## config.mk

```make
export PLATFORM = sky130hd
export DESIGN_NAME = mem_router
export DESIGN_NICKNAME = d
export VERILOG_FILES = /design/src/rtl/configure.sv /design/src/rtl/mem_router_decode.sv /design/src/rtl/mem_router.sv
export SDC_FILE = /design/constraint.sdc
export NUM_CORES = 1
export LEC_CHECK = 0
export CORE_AREA = 10 10 361 363
export CTS_CLUSTER_DIAMETER = 100
export DETAILED_ROUTE_END_ITERATION = 8
export DIE_AREA = 0 0 371 373
export GPL_ROUTABILITY_DRIVEN = 0
export PLACE_DENSITY = 0.38
export RECOVER_POWER = 50
export SYNTH_ARGS = -nofsm -noshare
export SYNTH_HDL_FRONTEND = slang
export SYNTH_SLANG_ARGS = --single-unit
```

## constraint.sdc

```tcl
create_clock -name clock -period 3.4 [get_ports clock]
set_clock_uncertainty 0.05 [all_clocks]
set_input_delay 1.02 -clock clock [delete_from_list [all_inputs] [get_ports clock]]
set_output_delay 1.02 -clock clock [all_outputs]
set_load 0.02 [all_outputs]
```

## src/rtl/configure.sv

```systemverilog
// Shared memory-bus types, reset values, address map and router state encoding.
package configure;

    typedef struct packed {
        logic        mem_valid;
        logic        mem_instr;
        logic [31:0] mem_addr;
        logic [31:0] mem_wdata;
        logic [3:0]  mem_wstrb;
    } mem_in_type;

    typedef struct packed {
        logic        mem_ready;
        logic        mem_error;
        logic [31:0] mem_rdata;
    } mem_out_type;

    localparam mem_in_type  init_mem_in  = '0;
    localparam mem_out_type init_mem_out = '0;

    localparam logic [31:0] rom_base_addr   = 32'h0000_0000;
    localparam logic [31:0] rom_mask_addr   = 32'h0000_FFFF;
    localparam logic [31:0] ram_base_addr   = 32'h0010_0000;
    localparam logic [31:0] ram_mask_addr   = 32'h000F_FFFF;
    localparam logic [31:0] tim_base_addr   = 32'h0020_0000;
    localparam logic [31:0] tim_mask_addr   = 32'h0000_0FFF;
    localparam logic [31:0] qspi_base_addr  = 32'h0030_0000;
    localparam logic [31:0] qspi_mask_addr  = 32'h000F_FFFF;
    localparam logic [31:0] clint_base_addr = 32'h0200_0000;
    localparam logic [31:0] clint_mask_addr = 32'h0000_FFFF;
    localparam logic [31:0] uart_base_addr  = 32'h1000_0000;
    localparam logic [31:0] uart_mask_addr  = 32'h0000_0FFF;

    localparam int rom_idx   = 0;
    localparam int ram_idx   = 1;
    localparam int tim_idx   = 2;
    localparam int qspi_idx  = 3;
    localparam int clint_idx = 4;
    localparam int uart_idx  = 5;

    typedef enum logic [1:0] {
        IDLE = 2'd0,
        REQ  = 2'd1,
        WAIT = 2'd2,
        ERR  = 2'd3
    } router_state_type;

endpackage

```

## src/rtl/mem_router_decode.sv

```systemverilog
// Base/mask address decode over NSLV entries; purely combinational.
// Lowest matching index wins when windows overlap.
module mem_router_decode
    import configure::*;
#(
    parameter int                      NSLV      = 8,
    parameter int                      SW        = 3,
    parameter logic [NSLV-1:0][31:0]   BASE_ADDR = '0,
    parameter logic [NSLV-1:0][31:0]   MASK_ADDR = '0
) (
    input  logic [31:0]   addr,
    output logic          hit,
    output logic [SW-1:0] sel
);

    always_comb begin
        hit = 1'b0;
        sel = '0;
        // Walk downward so the lowest index is the last (winning) assignment.
        for (int i = NSLV - 1; i >= 0; i--) begin
            if (~|(BASE_ADDR[i] ^ (addr & ~MASK_ADDR[i]))) begin
                hit = 1'b1;
                sel = SW'(i);
            end
        end
    end

endmodule

```

## src/rtl/mem_router.sv

```systemverilog
// Single-master to NSLV-slave router with one outstanding transaction,
// decode-miss error response, per-transaction timeout and sticky protocol-error flag.
module mem_router
    import configure::*;
#(
    parameter int                      NSLV      = 8,
    parameter logic [NSLV-1:0][31:0]   BASE_ADDR = '0,
    parameter logic [NSLV-1:0][31:0]   MASK_ADDR = '0,
    parameter bit                      RELATIVE  = 1'b1,
    parameter int                      TIMEOUT   = 1024
) (
    input  logic        clock,
    input  logic        reset,
    input  mem_in_type  mst_in,
    output mem_out_type mst_out,
    output mem_in_type  slv_in [NSLV],
    input  mem_out_type slv_out [NSLV],
    output logic        busy,
    output logic        timeout_err,
    output logic        proto_err
);

    localparam int SW = (NSLV > 1) ? $clog2(NSLV) : 1;
    localparam int CW = (TIMEOUT > 0) ? $clog2(TIMEOUT + 1) : 1;

    router_state_type state_q, state_d;
    logic [SW-1:0]    sel_q, sel_d;
    mem_in_type       req_q, req_d;
    logic [CW-1:0]    cnt_q, cnt_d;
    logic             to_q, to_d;
    logic             proto_q, proto_d;

    logic             dec_hit;
    logic [SW-1:0]    dec_sel;

    mem_router_decode #(
        .NSLV      (NSLV),
        .SW        (SW),
        .BASE_ADDR (BASE_ADDR),
        .MASK_ADDR (MASK_ADDR)
    ) u_decode (
        .addr (mst_in.mem_addr),
        .hit  (dec_hit),
        .sel  (dec_sel)
    );

    always_comb begin
        state_d = state_q;
        sel_d   = sel_q;
        req_d   = req_q;
        cnt_d   = cnt_q;
        to_d    = 1'b0;
        // Requests are not queued: any valid outside IDLE is dropped and flagged.
        proto_d = proto_q | (mst_in.mem_valid & (state_q != IDLE));
        mst_out = init_mem_out;
        for (int i = 0; i < NSLV; i++) begin
            slv_in[i] = init_mem_in;
        end

        case (state_q)
            IDLE: begin
                if (mst_in.mem_valid) begin
                    req_d           = mst_in;
                    req_d.mem_valid = 1'b1;
                    sel_d           = dec_sel;
                    if (RELATIVE) begin
                        req_d.mem_addr = mst_in.mem_addr - BASE_ADDR[dec_sel];
                    end
                    state_d = dec_hit ? REQ : ERR;
                end
            end
            REQ: begin
                slv_in[sel_q] = req_q;
                cnt_d         = '0;
                state_d       = WAIT;
            end
            WAIT: begin
                // Only the selected slave can complete; ready beats expiry in the same cycle.
                if (slv_out[sel_q].mem_ready) begin
                    mst_out = slv_out[sel_q];
                    state_d = IDLE;
                end else if ((TIMEOUT != 0) && (cnt_q == CW'(TIMEOUT - 1))) begin
                    to_d    = 1'b1;
                    state_d = ERR;
                end else if (TIMEOUT != 0) begin
                    cnt_d = cnt_q + CW'(1);
                end
            end
            ERR: begin
                mst_out.mem_ready = 1'b1;
                mst_out.mem_error = 1'b1;
                mst_out.mem_rdata = '0;
                state_d           = IDLE;
            end
            default: state_d = IDLE;
        endcase
    end

    always_ff @(posedge clock) begin
        if (!reset) begin
            state_q <= IDLE;
            sel_q   <= '0;
            req_q   <= init_mem_in;
            cnt_q   <= '0;
            to_q    <= 1'b0;
            proto_q <= 1'b0;
        end else begin
            state_q <= state_d;
            sel_q   <= sel_d;
            req_q   <= req_d;
            cnt_q   <= cnt_d;
            to_q    <= to_d;
            proto_q <= proto_d;
        end
    end

    assign busy        = (state_q != IDLE);
    assign timeout_err = to_q;
    assign proto_err   = proto_q;

endmodule

```

======== Word-level counts from Yosys, hierarchy flattened ========
Cells that the tools add are included.
word-level totals
  logic and storage cells ................. 42
  flip-flop bits (word level) ............. 85
  output and inout bits ................... 597
operators by class
  add/subtract/negate cells ............... 1
  bitwise logic cells ..................... 4
  reduce and logical (&&, ||, !) cells .... 8
  equality and inequality tests ........... 8
  multiplexer cells ....................... 12
operators by type and width
  operator               count
  $mux 560               1
  $pmux 34 s2            1
  $mux 34                1
  $reduce_or 32->1       1
  $mux 11                2
  $pmux 11 s2            1
  $add 11x1->11 const B  1
  $eq 11x10->1 const B   1
  $mux 2                 4
  $pmux 2 s4             1
  $ne 2x2->1 const B     3
  $eq 2x2->1 const B     2
  $reduce_and 2->1       2
  $reduce_bool 2->1      2
  $ne 3x3->1 const B     1
  $reduce_and 3->1       1
  $reduce_or 3->1        1
  $eq 2x1->1 const B     1
  $logic_not 2->1        1
  $not 1->1              2
  $and 1x1->1            1
  $mux 1                 1
  $or 1x1->1             1

======== Depth between registers and ports, before layout ========
Gate-level depths: netlist of run 1.
  depth in word-level cells ............... 4
  gate-level depth with buffers ........... 6
  depth with buffers taken out ............ 5

======== By module ========
A second synthesis of run 1 with hierarchy kept.
unflattened totals
  cell total of the unflattened synthesis .. 1,351
  area, all modules ....................... 7,851.3 µm²
by module, submodules not included
  module             cells each  times used  area an instance (µm²)  sequential area each (µm²)
  mem_router         1,336       1           7,752.4                 1,761.7
  mem_router_decode  15          1           98.8                    0.0

======== Least setup slack after synthesis of run 1 ========
No wires, ideal clock.
  path type ............................... input port to output port
  from .................................... in slv_out[271] (netlist name)
  to ...................................... out mst_out[10] (netlist name)
  setup slack ............................. 0.630 ns
  data required time ...................... 2.330 ns
  stages on the path ...................... 4
  arrival time ............................ 1.700 ns
  cells stage by stage .................... inv_1 -> nor2_1 -> clkbuf_1 -> and2_1
RTL lines
  item         line              RTL
  from (decl)  mem_router.sv:17  input mem_out_type slv_out [NSLV],
  to (decl)    mem_router.sv:15  output mem_out_type mst_out,

==> flow_summary.toml, run 1 <==
[sta]
slew_headroom = 0.2421
drv_slew = 0
rsz0062_at_grt = "no"
max_freq_mhz = 304.3
finalCritPeriodShare = 0.9666
setup_viol = 0
tightest_slew_ns = 1.137
period_minus_slack_ns = 3.286
hold_viol = 0

[pwr]
irDropWorstVdd_uv = 269.9
leakage_nw = 4.649
pwr_density_cell_mw_per_mm2 = 315.9
power_w = 0.003404

[cts]
cts_buffer_depth = 2
cts_tree = "done"
cts_setup_buffers = 0
htree_levels = 3
path_clk_slew_ns = 0.07
clock_sinks = 85
cts_root_buf = "clkbuf_16"
numCtsBuffers = 9
clock_latency_ns = 0.39

[global_route]
grt_pass1_vias = 5745
grt_use_total = 0.04489
grt_max_degree = 44
antenna_found_initial = 19
overflow = 0
grt_first_pass_wirelength_um = 43340

[worst_setup_path]
crit_type = "register to output pin"
crit_family = "buffers and inverters"
end_kind = "output pin"
required_ns = 2.33
crit_chain = "and2b_4, buf_12, buf_12, and2_1, clkdlybuf4s50_1"
crit_top_cell = "buf_12"
startpoint_type = "register"
path_buf_inv = 3
worst_path_largest_cell_delay_ns = 0.63
cpMaxStageDelayCell = "clkdlybuf4s50_1"
cp.arrival_ns = 2.22
crit_fanout = 13

[finish]
syn_to_final_growth_pct = 41.49
layout_common_cells = "conb_1 (490), nand2_1 (146), clkdlybuf4s50_1 (127), and2_1 (101), dfxtp_1 (85)"
drive_above_1_share = 0.07562
nets = 1583
final_common_cell = "conb_1"
fin_area_mm2 = 0.01077
final.fill_count = 14490

[floorplanning]
ios = 941
die_y_um = 373
die_w_um = 371
start_util = 0.06191
core_mm2 = 0.1230
row_count = 129
die-area_mm2 = 0.1384

[placed_design]
dpl_cell_area_mm2 = 0.01042
port_buffers = 212
dp_hpwl_um = 29030

[yosys]
yosysTopAreaCell = "buf_4"
synth_area_per_cell_um2 = 7.517
synth_xor_area_frac = 0
synthArstFlopShare = 0
yosysWarningCount = 0
synth_mux_area_frac = 0.001314
yosysSeqAreaShare = 0.2235
synth_edf_count = 0
yosys.area_share.simple = 0.1980
syn_area_mm2 = 0.007615
synth_area_leaders = "buf_4 (48%), dfxtp_1 (22%), and2_1 (8.5%)"
ys.flop_type = "dfxtp_1"
synth_top_family_by_area = "buffers and inverters"
synth_compound_area_frac = 0.07164
synth_top_area_frac = 0.4831
postSynthCellCount = 1013
synth_adder_area_share = 0.001643
ys_seq_elements = 85
synth_cell_type_count = 46

[drt]
via_per_inst = 1.964
wl_per_cell_um = 11.70
met3WireLength_um = 4872
first_pass_iters = 4
met1_length_um = 14370
met2WireLength_um = 13990
num_vias = 5659
top_layer = "met5"
drc = 0
drtIter0Drc = 138
routed_wl_um = 33720
ant_nets = 0

[min_path]
min_path_type = "register to register"

[status]
outcome = "finished clean"

[flow_run]
cap_violations = 0
==> per-stage QoR <==
stage | hold WS (ns) | utilization | std cells | setup WS (ns) | setup TNS [ns]
after detailed placement | 0.3918 | 0.08470 | 2861 | -0.3060 | -4.777
after global routing | 0.4177 | 0.08756 | 2880 | 0.002502 | 0
final | 0.3983 | 0.08760 | 2882 | 0.1137 | 0
after global placement | 0.3879 | 0.08470 | 2861 | -0.3254 | -5.446
after CTS | 0.4015 | 0.08798 | 2880 | 0.002269 | 0
after floorplan | 0.3817 | - | 1502 | 0.6301 | 0
==> flip-flops by register name (all words and copies together) (netlist names) <==
name / flops
req_q: 70
timeout_err: 1
state_q: 2
proto_err: 1
cnt_q: 11
==> tightest hold or removal path: cells and delay by family, from the launching register on <==
family | cells | cell delay [ns]
flops | 1 | 0.30
compound gates | 1 | 0.05
simple gates | 1 | 0.05
==> cell usage after synthesis, drive strengths merged (2+ instances only) <==
library cell	number
o21ai	4
buf	501
o21a	2
nand2b	2
or3	2
a41oi	2
inv	3
and2	104
a21oi	76
nand2	147
dfxtp	85
a31oi	2
nand4	3
a41o	2
clkbuf	25
o32ai	2
nand3	6
nor3b	2
nor3	4
nor2	11
nor4	9
==> kinds of logic after synthesis <==
logic type / Yosys count
AO/OA/AOI/OAI: 95
other: 1
buffers and inverters: 530
adder cells (fa/ha/maj): 1
flip-flops: 85
multiplexers: 1
AND/OR/NAND/NOR: 300
==> metal layers <==
| layer | vias to the layer above | track usage |
|---|---|---|
| met4 | 12 | 0.01326 |
| li1 | 2660 | - |
| met2 | 422 | 0.06649 |
| met3 | 26 | 0.02790 |
| met5 | - | 0 |
| met1 | 2539 | 0.05310 |
==> timing repair <==
action                                  CTS  global route
endpoints found under the setup margin   66            13
gates cloned                              3             0
pin swaps                                 1             0
gates resized for setup                  56            13
hold buffers                              0             0
==> final timing paths <==
| check | startpoint | end | slack (ns) | cells after the start |
|---|---|---|---|---|
| setup / recovery | state_q[1]$_SDFFE_PN0P_ | slv_in[499] | 0.11 | 5 |
| hold / removal | req_q[46]$_SDFFE_PN0P_ | req_q[46]$_SDFFE_PN0P_ | 0.40 | 2 |
| setup reg to reg | state_q[0]$_SDFFE_PN0P_ | cnt_q[7]$_SDFFE_PN0P_ | 1.21 | 5 |
| hold reg to reg | req_q[46]$_SDFFE_PN0P_ | req_q[46]$_SDFFE_PN0P_ | 0.40 | 2 |
==> cell type report <==
cell class,count,area (um2),share of cell area
inverter,4,16.27,0.001510
tap,1637,2048,0.1901
multi-input combinational,887,3904,0.3623
antenna,2,5.005,0.0004645
clock inverter,6,91.34,0.008478
timing repair buffer,251,2769,0.2570
sequential,85,1702,0.1579
clock buffer,10,239.0,0.02218
==> power by group <==
part | switching [W] | leakage (nW) | total, W | internal [W]
registers | 0.0000296 | 0.695 | 0.00109 | 0.00106
clock network | 0.000521 | 0.164 | 0.00119 | 0.000670
logic | 0.000813 | 3.79 | 0.00113 | 0.000313
Note: power is estimated with default switching activity, not from simulation.
==> run 2: changes to the inputs <==
Settings changed: CTS_CLUSTER_SIZE from default to 20.
Clock period 3.4 ns to 3.89 ns, I/O delays scaled along.
==> flow_summary.toml, run 2 (synthesized netlist as in run 1, its figures left out) <==
[status]
outcome = "finished clean"

[drt]
via_per_inst = 1.963
wl_per_cell_um = 11.48
routed_wl_um = 32910
drtIter0Drc = 150
num_vias = 5629
ant_nets = 0
drc = 0
first_pass_iters = 4

[finish]
final_common_cell = "conb_1"
drive_above_1_share = 0.05315
layout_common_cells = "conb_1 (490), clkdlybuf4s50_1 (167), nand2_1 (146), and2_1 (100), dfxtp_1 (85)"
fin_area_mm2 = 0.01047
reg_top3 = "req_q (70), cnt_q (11), state_q (2)"
syn_to_final_growth_pct = 37.45
largest_register_ff_count = 70
seq_area_mm2 = 0.001702
nets = 1564
fin_cells = 2867
final_core_util = 0.08510
largest_register = "req_q"
final.fill_count = 14500
multi_input_area_mm2 = 0.003915

[placed_design]
placed_cells = 2845
dpl_cell_area_mm2 = 0.01023
dp_slack_ns = -0.1138
dp_hpwl_um = 28330
port_buffers = 212

[min_path]
hold-path-cell-count = 2
min_path_type = "register to register"

[global_route]
overflow = 0
grt_use_total = 0.04400
grt_pass1_vias = 5727
grt_max_degree = 70
antenna_found_initial = 19
grt_first_pass_wirelength_um = 42700

[sta]
fin_ws_ns = 0.1258
tns_ns = 0
period_minus_slack_ns = 3.764
slew_headroom = 0.1115
drv_slew = 0
max_freq_mhz = 265.7
tightest_slew_ns = 1.325
rsz0062_at_grt = "no"
finalCritPeriodShare = 0.9677
setup_viol = 0
hold_viol = 0

[flow_run]
cap_violations = 0

[cts]
cts_setup_buffers = 0
clock_sinks = 85
cts_buffer_depth = 2
clock_latency_ns = 0.39
numCtsBuffers = 9
htree_levels = 3
cts_resized = 11
path_clk_slew_ns = 0.06
cts_tree = "done"
cts_root_buf = "clkbuf_16"
cts-hold-fix-buffers = 0

[floorplanning]
die_y_um = 373
die_w_um = 371
row_count = 129
start_util = 0.06191
ios = 941
core_mm2 = 0.1230
die-area_mm2 = 0.1384

[worst_setup_path]
end_kind = "output pin"
cp.arrival_ns = 2.55
crit_fanout = 3
crit_type = "input port to output pin"
reg2reg_depth = 4
required_ns = 2.67
startpoint_type = "input port"

[pwr]
leakage_nw = 4.202
irDropWorstVdd_uv = 236.7
pwr_density_cell_mw_per_mm2 = 269.4
run 2: changes by cell type in the layout (fill, tap and decap cells not counted), moves of 2 or more:
cell             previous run  this run
buf_4                      30        15
dlymetal6s2s_1             11         1
clkdlybuf4s50_1           127       167
clkdlybuf4s15_2             2         0
clkdlybuf4s15_1             8         0
inv_6                       3         1
and2_2                      0         2
bufbuf_16                   3         0
dlygate4sd3_1               3         8
diode_2                     2         7
buf_12                     31        24
dlygate4sd2_1              29        11
run 2: report_power, final:
part	internal (W)	switching [W]	leakage (nW)
registers	0.000924	0.0000265	0.695
logic	0.000236	0.000698	3.37
clock network	0.000498	0.000438	0.133
total	0.00166	0.00116	4.20
run 2: layout make-up:
cell class,count,share of cell area
antenna,7,0.001674
clock buffer,12,0.02259
clock inverter,3,0.004423
inverter,4,0.001554
multi-input combinational,887,0.3741
sequential,85,0.1626
tap,1637,0.1957
timing repair buffer,232,0.2374
run 2: worst max-delay path: stages:
cell             delay, ns
clkdlybuf4s50_1       0.47
clkbuf_4              0.13
o21a_1                0.15
clkdlybuf4s50_1       0.62
run 2: path summary, 6_finish.rpt:
path | startpoint | to | slack, ns
setup / recovery | slv_out[271] | mst_out[33] | 0.13
hold / removal | req_q[46]$_SDFFE_PN0P_ | req_q[46]$_SDFFE_PN0P_ | 0.40
setup reg to reg | state_q[1]$_SDFFE_PN0P_ | cnt_q[10]$_SDFFE_PN0P_ | 1.79
hold reg to reg | req_q[46]$_SDFFE_PN0P_ | req_q[46]$_SDFFE_PN0P_ | 0.40
run 2: per-layer routing:
metal	vias to the layer above	track usage	wire, um
met5	-	0	76
met4	14	0.01468	539
met3	32	0.03127	5475
met2	430	0.06385	13480
met1	2525	0.05012	13350
li1	2628	-	-
run 2: through the flow:
stage / hold slack [ns] / total power, W
finish: 0.3987 / 0.002820
global route: 0.4155 / 0.002997
global placement: 0.3867 / 0.001904
CTS: 0.3989 / 0.002902
detailed placement: 0.3895 / 0.001905
floorplan: 0.3817 / 0.001957
